--- src/rtl/pipe_control_unit.sv ---
// pipe_control_unit: ID-stage decode, load-use / redirect hazard control and
// the ID->EX->MEM->WB control pipeline with saturating stall/flush counters.
module pipe_control_unit #(
  parameter int unsigned REG_AW       = 5,
  parameter int unsigned CNT_W        = 16,
  parameter bit          ENABLE_ITYPE = 1'b1,
  parameter bit          JUMP_WB      = 1'b1
) (
  input  logic              clk,
  input  logic              rst,
  input  logic              id_valid,
  input  logic [4:0]        id_opcode,
  input  logic [REG_AW-1:0] id_rs1,
  input  logic [REG_AW-1:0] id_rs2,
  input  logic [REG_AW-1:0] id_rd,
  input  logic              ex_redirect,
  output logic              pc_write,
  output logic              ifid_write,
  output logic              ifid_flush,
  output logic              ex_alu_src,
  output logic              ex_jal,
  output logic              ex_jalr,
  output logic              ex_illegal,
  output logic [1:0]        ex_alu_op,
  output logic [REG_AW-1:0] ex_rd,
  output logic              mem_branch,
  output logic              mem_read,
  output logic              mem_write,
  output logic [REG_AW-1:0] mem_rd,
  output logic              wb_reg_write,
  output logic              wb_mem_to_reg,
  output logic [REG_AW-1:0] wb_rd,
  output logic [CNT_W-1:0]  stall_cnt,
  output logic [CNT_W-1:0]  flush_cnt
);

  localparam int unsigned OP_W  = 5;
  localparam int unsigned AOP_W = 2;

  localparam logic [OP_W-1:0] OP_LOAD   = 5'b00000;
  localparam logic [OP_W-1:0] OP_STORE  = 5'b00010;
  localparam logic [OP_W-1:0] OP_RTYPE  = 5'b00011;
  localparam logic [OP_W-1:0] OP_BRANCH = 5'b00110;
  localparam logic [OP_W-1:0] OP_ITYPE  = 5'b00100;
  localparam logic [OP_W-1:0] OP_JAL    = 5'b11011;
  localparam logic [OP_W-1:0] OP_JALR   = 5'b11001;

  // Decode results (ID stage)
  logic              dec_alu_src;
  logic              dec_jal;
  logic              dec_jalr;
  logic              dec_illegal;
  logic [AOP_W-1:0]  dec_alu_op;
  logic              dec_branch;
  logic              dec_mem_read;
  logic              dec_mem_write;
  logic              dec_reg_write;
  logic              dec_mem_to_reg;
  logic [REG_AW-1:0] dec_rd;
  logic              dec_uses_rs2;

  // Hazard control
  logic              load_use_c;
  logic              ex_bubble_c;
  logic              stall_inc_c;

  // ID->EX register
  logic              ex_alu_src_q,   ex_alu_src_d;
  logic              ex_jal_q,       ex_jal_d;
  logic              ex_jalr_q,      ex_jalr_d;
  logic              ex_illegal_q,   ex_illegal_d;
  logic [AOP_W-1:0]  ex_alu_op_q,    ex_alu_op_d;
  logic              ex_branch_q,    ex_branch_d;
  logic              ex_mem_read_q,  ex_mem_read_d;
  logic              ex_mem_write_q, ex_mem_write_d;
  logic              ex_reg_write_q, ex_reg_write_d;
  logic              ex_mem_to_reg_q, ex_mem_to_reg_d;
  logic [REG_AW-1:0] ex_rd_q,        ex_rd_d;

  // EX->MEM register
  logic              mem_branch_q,     mem_branch_d;
  logic              mem_read_q,       mem_read_d;
  logic              mem_write_q,      mem_write_d;
  logic              mem_reg_write_q,  mem_reg_write_d;
  logic              mem_mem_to_reg_q, mem_mem_to_reg_d;
  logic [REG_AW-1:0] mem_rd_q,         mem_rd_d;

  // MEM->WB register
  logic              wb_reg_write_q,  wb_reg_write_d;
  logic              wb_mem_to_reg_q, wb_mem_to_reg_d;
  logic [REG_AW-1:0] wb_rd_q,         wb_rd_d;

  // Performance counters
  logic [CNT_W-1:0]  stall_cnt_q, stall_cnt_d;
  logic [CNT_W-1:0]  flush_cnt_q, flush_cnt_d;

  // Opcode decode; an invalid ID slot decodes to a clean bubble
  always_comb begin
    dec_alu_src    = 1'b0;
    dec_jal        = 1'b0;
    dec_jalr       = 1'b0;
    dec_illegal    = 1'b0;
    dec_alu_op     = 2'b00;
    dec_branch     = 1'b0;
    dec_mem_read   = 1'b0;
    dec_mem_write  = 1'b0;
    dec_reg_write  = 1'b0;
    dec_mem_to_reg = 1'b0;
    dec_rd         = '0;
    if (id_valid) begin
      dec_rd = id_rd;
      case (id_opcode)
        OP_LOAD: begin
          dec_mem_read   = 1'b1;
          dec_mem_to_reg = 1'b1;
          dec_alu_src    = 1'b1;
          dec_reg_write  = 1'b1;
        end
        OP_STORE: begin
          dec_mem_write = 1'b1;
          dec_alu_src   = 1'b1;
        end
        OP_RTYPE: begin
          dec_reg_write = 1'b1;
          dec_alu_op    = 2'b10;
        end
        OP_BRANCH: begin
          dec_branch = 1'b1;
          dec_alu_op = 2'b01;
        end
        OP_ITYPE: begin
          if (ENABLE_ITYPE) begin
            dec_alu_src   = 1'b1;
            dec_reg_write = 1'b1;
            dec_alu_op    = 2'b11;
          end else begin
            dec_illegal = 1'b1;
          end
        end
        OP_JAL: begin
          dec_jal       = 1'b1;
          dec_reg_write = JUMP_WB;
        end
        OP_JALR: begin
          dec_jalr      = 1'b1;
          dec_alu_src   = 1'b1;
          dec_reg_write = JUMP_WB;
        end
        default: dec_illegal = 1'b1;
      endcase
    end
  end

  // Instructions that read rs2 (hazard relevance only)
  always_comb begin
    dec_uses_rs2 = 1'b0;
    if ((id_opcode == OP_STORE) || (id_opcode == OP_RTYPE) || (id_opcode == OP_BRANCH)) begin
      dec_uses_rs2 = 1'b1;
    end
  end

  // Load in EX feeding a source of the instruction in ID; x0 never hazards
  always_comb begin
    load_use_c = 1'b0;
    if (id_valid && ex_mem_read_q && (ex_rd_q != '0)) begin
      if ((ex_rd_q == id_rs1) || (dec_uses_rs2 && (ex_rd_q == id_rs2))) begin
        load_use_c = 1'b1;
      end
    end
  end

  // Front-end steering: reset > redirect > load-use stall > normal advance
  always_comb begin
    pc_write    = 1'b1;
    ifid_write  = 1'b1;
    ifid_flush  = 1'b0;
    ex_bubble_c = 1'b0;
    stall_inc_c = 1'b0;
    if (rst) begin
      pc_write    = 1'b0;
      ifid_write  = 1'b0;
      ifid_flush  = 1'b1;
      ex_bubble_c = 1'b1;
    end else if (ex_redirect) begin
      ifid_flush  = 1'b1;
      ex_bubble_c = 1'b1;
    end else if (load_use_c) begin
      pc_write    = 1'b0;
      ifid_write  = 1'b0;
      ex_bubble_c = 1'b1;
      stall_inc_c = 1'b1;
    end
  end

  // Pipeline next-state: ID->EX takes decode or a bubble, later stages just shift
  always_comb begin
    ex_alu_src_d    = ex_bubble_c ? 1'b0 : dec_alu_src;
    ex_jal_d        = ex_bubble_c ? 1'b0 : dec_jal;
    ex_jalr_d       = ex_bubble_c ? 1'b0 : dec_jalr;
    ex_illegal_d    = ex_bubble_c ? 1'b0 : dec_illegal;
    ex_alu_op_d     = ex_bubble_c ? 2'b00 : dec_alu_op;
    ex_branch_d     = ex_bubble_c ? 1'b0 : dec_branch;
    ex_mem_read_d   = ex_bubble_c ? 1'b0 : dec_mem_read;
    ex_mem_write_d  = ex_bubble_c ? 1'b0 : dec_mem_write;
    ex_reg_write_d  = ex_bubble_c ? 1'b0 : dec_reg_write;
    ex_mem_to_reg_d = ex_bubble_c ? 1'b0 : dec_mem_to_reg;
    ex_rd_d         = ex_bubble_c ? '0 : dec_rd;

    mem_branch_d     = ex_branch_q;
    mem_read_d       = ex_mem_read_q;
    mem_write_d      = ex_mem_write_q;
    mem_reg_write_d  = ex_reg_write_q;
    mem_mem_to_reg_d = ex_mem_to_reg_q;
    mem_rd_d         = ex_rd_q;

    wb_reg_write_d  = mem_reg_write_q;
    wb_mem_to_reg_d = mem_mem_to_reg_q;
    wb_rd_d         = mem_rd_q;
  end

  // Saturating counter next-state
  always_comb begin
    stall_cnt_d = stall_cnt_q;
    flush_cnt_d = flush_cnt_q;
    if (stall_inc_c && (stall_cnt_q != '1)) begin
      stall_cnt_d = stall_cnt_q + CNT_W'(1);
    end
    if (!rst && ex_redirect && (flush_cnt_q != '1)) begin
      flush_cnt_d = flush_cnt_q + CNT_W'(1);
    end
  end

  // Control pipeline registers
  always_ff @(posedge clk) begin
    if (rst) begin
      ex_alu_src_q     <= 1'b0;
      ex_jal_q         <= 1'b0;
      ex_jalr_q        <= 1'b0;
      ex_illegal_q     <= 1'b0;
      ex_alu_op_q      <= 2'b00;
      ex_branch_q      <= 1'b0;
      ex_mem_read_q    <= 1'b0;
      ex_mem_write_q   <= 1'b0;
      ex_reg_write_q   <= 1'b0;
      ex_mem_to_reg_q  <= 1'b0;
      ex_rd_q          <= '0;
      mem_branch_q     <= 1'b0;
      mem_read_q       <= 1'b0;
      mem_write_q      <= 1'b0;
      mem_reg_write_q  <= 1'b0;
      mem_mem_to_reg_q <= 1'b0;
      mem_rd_q         <= '0;
      wb_reg_write_q   <= 1'b0;
      wb_mem_to_reg_q  <= 1'b0;
      wb_rd_q          <= '0;
    end else begin
      ex_alu_src_q     <= ex_alu_src_d;
      ex_jal_q         <= ex_jal_d;
      ex_jalr_q        <= ex_jalr_d;
      ex_illegal_q     <= ex_illegal_d;
      ex_alu_op_q      <= ex_alu_op_d;
      ex_branch_q      <= ex_branch_d;
      ex_mem_read_q    <= ex_mem_read_d;
      ex_mem_write_q   <= ex_mem_write_d;
      ex_reg_write_q   <= ex_reg_write_d;
      ex_mem_to_reg_q  <= ex_mem_to_reg_d;
      ex_rd_q          <= ex_rd_d;
      mem_branch_q     <= mem_branch_d;
      mem_read_q       <= mem_read_d;
      mem_write_q      <= mem_write_d;
      mem_reg_write_q  <= mem_reg_write_d;
      mem_mem_to_reg_q <= mem_mem_to_reg_d;
      mem_rd_q         <= mem_rd_d;
      wb_reg_write_q   <= wb_reg_write_d;
      wb_mem_to_reg_q  <= wb_mem_to_reg_d;
      wb_rd_q          <= wb_rd_d;
    end
  end

  // Performance counter registers
  always_ff @(posedge clk) begin
    if (rst) begin
      stall_cnt_q <= '0;
      flush_cnt_q <= '0;
    end else begin
      stall_cnt_q <= stall_cnt_d;
      flush_cnt_q <= flush_cnt_d;
    end
  end

  assign ex_alu_src    = ex_alu_src_q;
  assign ex_jal        = ex_jal_q;
  assign ex_jalr       = ex_jalr_q;
  assign ex_illegal    = ex_illegal_q;
  assign ex_alu_op     = ex_alu_op_q;
  assign ex_rd         = ex_rd_q;
  assign mem_branch    = mem_branch_q;
  assign mem_read      = mem_read_q;
  assign mem_write     = mem_write_q;
  assign mem_rd        = mem_rd_q;
  assign wb_reg_write  = wb_reg_write_q;
  assign wb_mem_to_reg = wb_mem_to_reg_q;
  assign wb_rd         = wb_rd_q;
  assign stall_cnt     = stall_cnt_q;
  assign flush_cnt     = flush_cnt_q;

endmodule

--- config.mk ---
export PLATFORM = sky130hd
export DESIGN_NAME = pipe_control_unit
export DESIGN_NICKNAME = d
export VERILOG_FILES = /design/src/rtl/pipe_control_unit.sv
export SDC_FILE = /design/constraint.sdc
export NUM_CORES = 1
export LEC_CHECK = 0
export CORE_MARGIN = 2
export CORE_UTILIZATION = 50
export CTS_CLUSTER_DIAMETER = 120
export DETAILED_ROUTE_END_ITERATION = 12
export PLACE_DENSITY_LB_ADDON = 0.15
export RECOVER_POWER = 100
export REMOVE_ABC_BUFFERS = 1
export SYNTH_ARGS = -nofsm -noshare
export SYNTH_HDL_FRONTEND = slang
export SYNTH_SLANG_ARGS = --single-unit
--- constraint.sdc ---
create_clock -name clk -period 5.04 [get_ports clk]
set_input_delay 0.756 -clock clk [delete_from_list [all_inputs] [get_ports clk]]
set_output_delay 0.756 -clock clk [all_outputs]
set_load 0.03 [all_outputs]
==> results of run 1 <==
-- placed cells by master (no fill, tap or decap), drive strengths merged, types with 3 or more instances in the layout --
master	instances
and3	5
and2	7
mux2i	3
dfxtp	63
nand4	7
nand3	12
nand2	28
o21ai	9
inv	4
nor4	8
clkdlybuf4s50	22
or3	5
a21oi	14
and4	5
xor2	10
nor2b	26
dlygate4sd3	61
nor2	34
o31ai	3
or4	3
mux2	9
xnor2	8
nor3	13
clkbuf	14
-- cell families (layout without fill, tap and decap cells) --
logic type,count (synthesis),in the layout,share of synthesized area [%]
AO/OA/AOI/OAI,36,36,8.625
adder cells (fa/ha/maj),2,2,0.9224
flip-flops,63,63,46.49
multiplexers,12,12,4.843
XOR/XNOR,18,18,5.812
AND/OR/NAND/NOR,159,159,30.63
buffers and inverters,16,106,2.675
-- final cells by class --
class / count / share of cell area [%]
multi-input cells: 227 / 36.49
inverters: 4 / 0.3974
well taps: 70 / 2.318
repair buffers: 87 / 22.58
clock buffers: 12 / 4.371
clock inverters: 3 / 0.4636
flip-flops and latches: 63 / 33.38
-- worst max-delay path, cell delays in order --
cell and delay (ps):
clkdlybuf4s50_1 480, xnor2_1 120, nand4_1 170, a2111oi_2 410
nor2_1 90, buf_4 210, nor2_1 120, a21oi_1 80
dlygate4sd3_1 760
-- metrics by stage --
step | std cells | utilization, % | area [um2]
global placement | 451 | 69.62 | 3601
finish | 466 | 73.05 | 3779
CTS | 466 | 73.15 | 3784
detailed placement | 451 | 69.62 | 3601
global route | 466 | 73.05 | 3779
floorplan | 294 | - | 2655
-- power by group through the flow --
stage	logic [mW]	clock network [mW]	registers, mW
after global placement	0.0764	0	0.518
final	0.0761	0.396	0.507
after detailed placement	0.0783	0	0.518
after global routing	0.0820	0.429	0.507
after CTS	0.0787	0.404	0.507
after floorplan	0.0248	0	0.526
-- per-layer routing --
layer | vias to the layer above | global-route usage, % | part of all wire (%)
met5 | - | 0 | 0
met2 | 57 | 34.05 | 49
met3 | 12 | 4.535 | 3.5
met1 | 1148 | 26.36 | 46
li1 | 1241 | - | -
met4 | 0 | 11.07 | 1.8
-- path summary, 6_finish.rpt --
| check | depth (start not counted) | startpoint | end |
|---|---|---|---|
| worst max-delay path | 9 | id_rs2[0] | pc_write |
| worst min-delay path | 1 | mem_reg_write_q | wb_reg_write |
| worst max register to register | 5 | stall_cnt[2] | stall_cnt[1] |
| worst min register to register | 1 | mem_reg_write_q | wb_reg_write |
==> impl_metrics.ini, run 1 <==
[floorplan]
die_x_um = 77.66
fp.dieH_um = 77.66
core_um2 = 5172
row_count = 26
initial_core_util_pct = 52.44
dieArea_um2 = 6030
ios = 85

[global_route]
grtUsageTotal_pct = 21.10
grt_pass1_vias = 2235
grt_overflow = 0
antenna_found_initial = 0
grt_pass1_wl_um = 10140
grt_max_degree = 31

[setup_path]
worst-setup-path-type = input port to output port
path_max_fanout = 21
start_kind = input port
critical_path.endpoint_type = output port
cp_data_arrival_time_ps = 3180
r2r_setup_slack_ps = 2390
cp.required_ps = 4280

[worst_hold_path]
hold_path.class = flip-flop to flip-flop

[power]
p_int_mw = 0.7508
leakagePower_nw = 1.560
p_clk_share_pct = 40.5
seq_power_share_pct = 51.7
power_mw = 0.9791
irDropWorstVdd_mv = 0.1996
combPwrFrac_pct = 7.8
netSwitchingFraction_pct = 23.31
power_density_nw_per_um2 = 259.1
p_switching_mw = 0.2283

[yosys]
ys_warn_count = 0
synth_seq_cells = 63
yosysTopAreaCell = dfxtp_1
synthArstFlopShare_pct = 0
synth_ff_type = dfxtp_1
synth_edf_count = 0
synth-seq-area-share_pct = 46.49
netlist_area_um2 = 2713
yosysMostFrequentCell = dfxtp_1
syn_area_per_cell_um2 = 8.865
synthTopCellsByArea = dfxtp_1 (46%), nor2b_1 (6.0%), nor2_1 (4.7%)
netlist.area_leader.share_pct = 46.49
yosys.cell_types.count = 41
synthCells = 306
synth.top_cells.by_count = dfxtp_1 (63), nor2_1 (34), nand2_1 (28)

[route]
drc = 0
wire_per_inst_um = 13.24
drt-total-wl_um = 6169
viasPerCell = 5.275
initialDrtViolationCount = 88
drtPass1Iterations = 4
postRouteAntennaNets = 0
vias = 2458

[placed_design]
globalplace.congestion = 0.8363
io_buffers = 84
post-place-ws_ps = 1220
place_hpwl_um = 4414

[cts]
cts_sinks = 63
cts-resized-gates = 0
cts_root_buf = clkbuf_8
path_clk_slew_ps = 60
cts_max_level = 3
hold_buffers = 0
post_cts_buffers = 0
cts_tree = yes
numCtsBuffers = 9
clk_latency_ps = 330
clockBufferDepth = 2

[timing]
holdWs_ps = 442.3
grt_setup_unrepaired = no
fin_crit_ps = 3941
worst_slack_ps = 1099
worst_slew_pin_slew_ps = 1270
final_max_slew_viol_count = 0
max_freq_ghz = 0.2538
period_share_pct = 78.19
setup_viol = 0
skew_ps = 4.804
finalHoldViolCount = 0
setup_tns_ps = 0
slew_headroom_pct = 15.30

[cells_and_area]
finalNetCount = 418
fill_cells = 397
drive_gt1_share_pct = 7.323
ff_latch_area_um2 = 1261
insertedDiodeCount = 0
area_growth_pct = 39.30
multi_input_area_um2 = 1379

[job]
drv_cap = 0

[run_status]
status = complete, no violations
(Power assumes the default switching activity.)
==> run 2: changes to the inputs <==
--- a/config.mk
+++ b/config.mk
@@ -6,7 +6,7 @@
 export NUM_CORES = 1
 export LEC_CHECK = 0
 export CORE_MARGIN = 2
-export CORE_UTILIZATION = 50
+export CORE_UTILIZATION = 46
 export CTS_CLUSTER_DIAMETER = 120
 export DETAILED_ROUTE_END_ITERATION = 12
 export PLACE_DENSITY_LB_ADDON = 0.15
==> constraint.sdc (replaced) <==
create_clock -name clk -period 4.1 [get_ports clk]
set_input_delay 0.615 -clock clk [delete_from_list [all_inputs] [get_ports clk]]
set_output_delay 0.615 -clock clk [all_outputs]
set_load 0.03 [all_outputs]
==> impl_metrics.ini, run 2 (synthesis gave the netlist of run 1 again) <==
[cts]
cts_max_level = 3
cts-resized-gates = 0
clk_latency_ps = 330
path_clk_slew_ps = 60
post_cts_buffers = 0
cts_tree = yes
numCtsBuffers = 9
clockBufferDepth = 2
cts_root_buf = clkbuf_8
hold_buffers = 0
cts_sinks = 63

[power]
netSwitchingFraction_pct = 21.77
power_mw = 1.239
p_clk_share_pct = 42.3
p_int_mw = 0.9696
p_switching_mw = 0.2698
combPwrFrac_pct = 7.5
irDropWorstVdd_mv = 0.2600
seq_power_share_pct = 50.3
leakagePower_nw = 1.565
power_density_nw_per_um2 = 326.7

[route]
vias = 2417
viasPerCell = 5.154
postRouteAntennaNets = 0
initialDrtViolationCount = 76
drc = 0
drt-total-wl_um = 6248
drtPass1Iterations = 4
wire_per_inst_um = 13.32

[global_route]
grt_pass1_wl_um = 10240
antenna_found_initial = 0
grt_max_degree = 39
grtUsageTotal_pct = 20.23
grt_pass1_vias = 2241
grt_overflow = 0

[cells_and_area]
fill_cells = 478
finalNetCount = 419
multi_input_area_um2 = 1373
most-common-layout-cells = dfxtp_1 (63), dlygate4sd3_1 (60), nor2_1 (34), nand2_1 (28), nor2b_1 (26)
layoutNonFillerInstCount = 469
ff_latch_area_um2 = 1261
fin_util_pct = 67.65
insertedDiodeCount = 0
final_common_cell = dfxtp_1
area_growth_pct = 39.85
drive_gt1_share_pct = 7.053
final_area_um2 = 3794

[timing]
finalHoldViolCount = 0
skew_ps = 5.221
fin_crit_ps = 3658
slew_headroom_pct = -8.965
grt_setup_unrepaired = no
setup_viol = 0
worst_slew_pin_slew_ps = 1634
holdWs_ps = 432.9
max_freq_ghz = 0.2734
period_share_pct = 89.21
final_max_slew_viol_count = 39
worst_slack_ps = 442.2
setup_tns_ps = 0

[setup_path]
path_max_fanout = 2
cp_slowest_stage_delay_ps = 680
cp_top_family = buffers and inverters
critical_path.endpoint_type = output port
start_kind = input port
cp.depth = 8
path_buf_inv = 2
cp.required_ps = 3480
worst-setup-path-type = input port to output port
cp-endpoint = ifid_write
worstReg2RegEnd = ex_mem_write_q
path_cells = clkdlybuf4s50_1, xnor2_1, nand4_1, a2111oi_0, nor2_1, nor2_1, a21oi_1, clkdlybuf4s50_1
r2r_setup_slack_ps = 1080
slowest_stage = clkdlybuf4s50_1
reg2reg_depth = 7
cp_data_arrival_time_ps = 3040
timing.rr.start = ex_rd[0]
crit_start = id_rs2[0]

[placed_design]
globalplace.congestion = 0.8247
post-place-ws_ps = 656.6
place_hpwl_um = 4650
io_buffers = 84
postPlaceCellArea_um2 = 3611
dp.cells = 454

[floorplan]
row_count = 27
initial_core_util_pct = 48.37
core_um2 = 5608
dieArea_um2 = 6527
die_x_um = 80.79
fp.dieH_um = 80.79
ios = 85

[job]
drv_cap = 1

[worst_hold_path]
hold_depth = 1
hold_path.class = flip-flop to flip-flop

[run_status]
status = finished with violations
failed_checks = max-capacitance violations, max-slew violations
-- run 2: worst min path at each step --
| stage | to | start | slack, ps |
|---|---|---|---|
| global placement | wb_reg_write | mem_reg_write_q | 420 |
| CTS | mem_reg_write_q | ex_reg_write_q | 440 |
| finish | mem_reg_write_q | ex_reg_write_q | 430 |
| floorplan | mem_branch | ex_branch_q | 410 |
| global route | mem_write | ex_mem_write_q | 460 |
| detailed placement | mem_reg_write_q | ex_reg_write_q | 420 |
-- run 2: routing by layer --
layer / wire length, um / vias to the layer above / GRT usage, %
met2: 3147 / 55 / 34.67
met3: 243 / 11 / 5.222
met5: 0 / - / 0
li1: - / 1245 / -
met4: 77 / 0 / 8.136
met1: 2780 / 1106 / 24.25
-- run 2: power groups by stage --
stage               clock, mW  combinational, mW  sequential (mW)
floorplan                   0             0.0305            0.647
global placement            0             0.0951            0.637
detailed placement          0             0.0968            0.637
CTS                     0.538             0.0970            0.623
global route            0.571              0.100            0.623
finish                  0.524             0.0927            0.623
-- run 2: layout make-up --
class	instances	share of cell area, %
sequential	63	33.25
multi-input combinational	227	36.18
clock buffer	12	4.090
clock inverter	3	1.121
inverter	4	0.3958
tap	72	2.375
timing repair buffer	88	22.59
==> run 3: changes to the inputs <==
--- a/config.mk
+++ b/config.mk
@@ -5,6 +5,7 @@
 export SDC_FILE = /design/constraint.sdc
 export NUM_CORES = 1
 export LEC_CHECK = 0
+export CAP_MARGIN = 20
 export CORE_MARGIN = 2
 export CORE_UTILIZATION = 46
 export CTS_CLUSTER_DIAMETER = 120
@@ -12,6 +13,7 @@
 export PLACE_DENSITY_LB_ADDON = 0.15
 export RECOVER_POWER = 100
 export REMOVE_ABC_BUFFERS = 1
+export SKIP_CTS_REPAIR_TIMING = 1
 export SYNTH_ARGS = -nofsm -noshare
 export SYNTH_HDL_FRONTEND = slang
 export SYNTH_SLANG_ARGS = --single-unit
==> results of run 3 <==
Same layout as run 2: the final DEF is identical, and so are final timing and power.
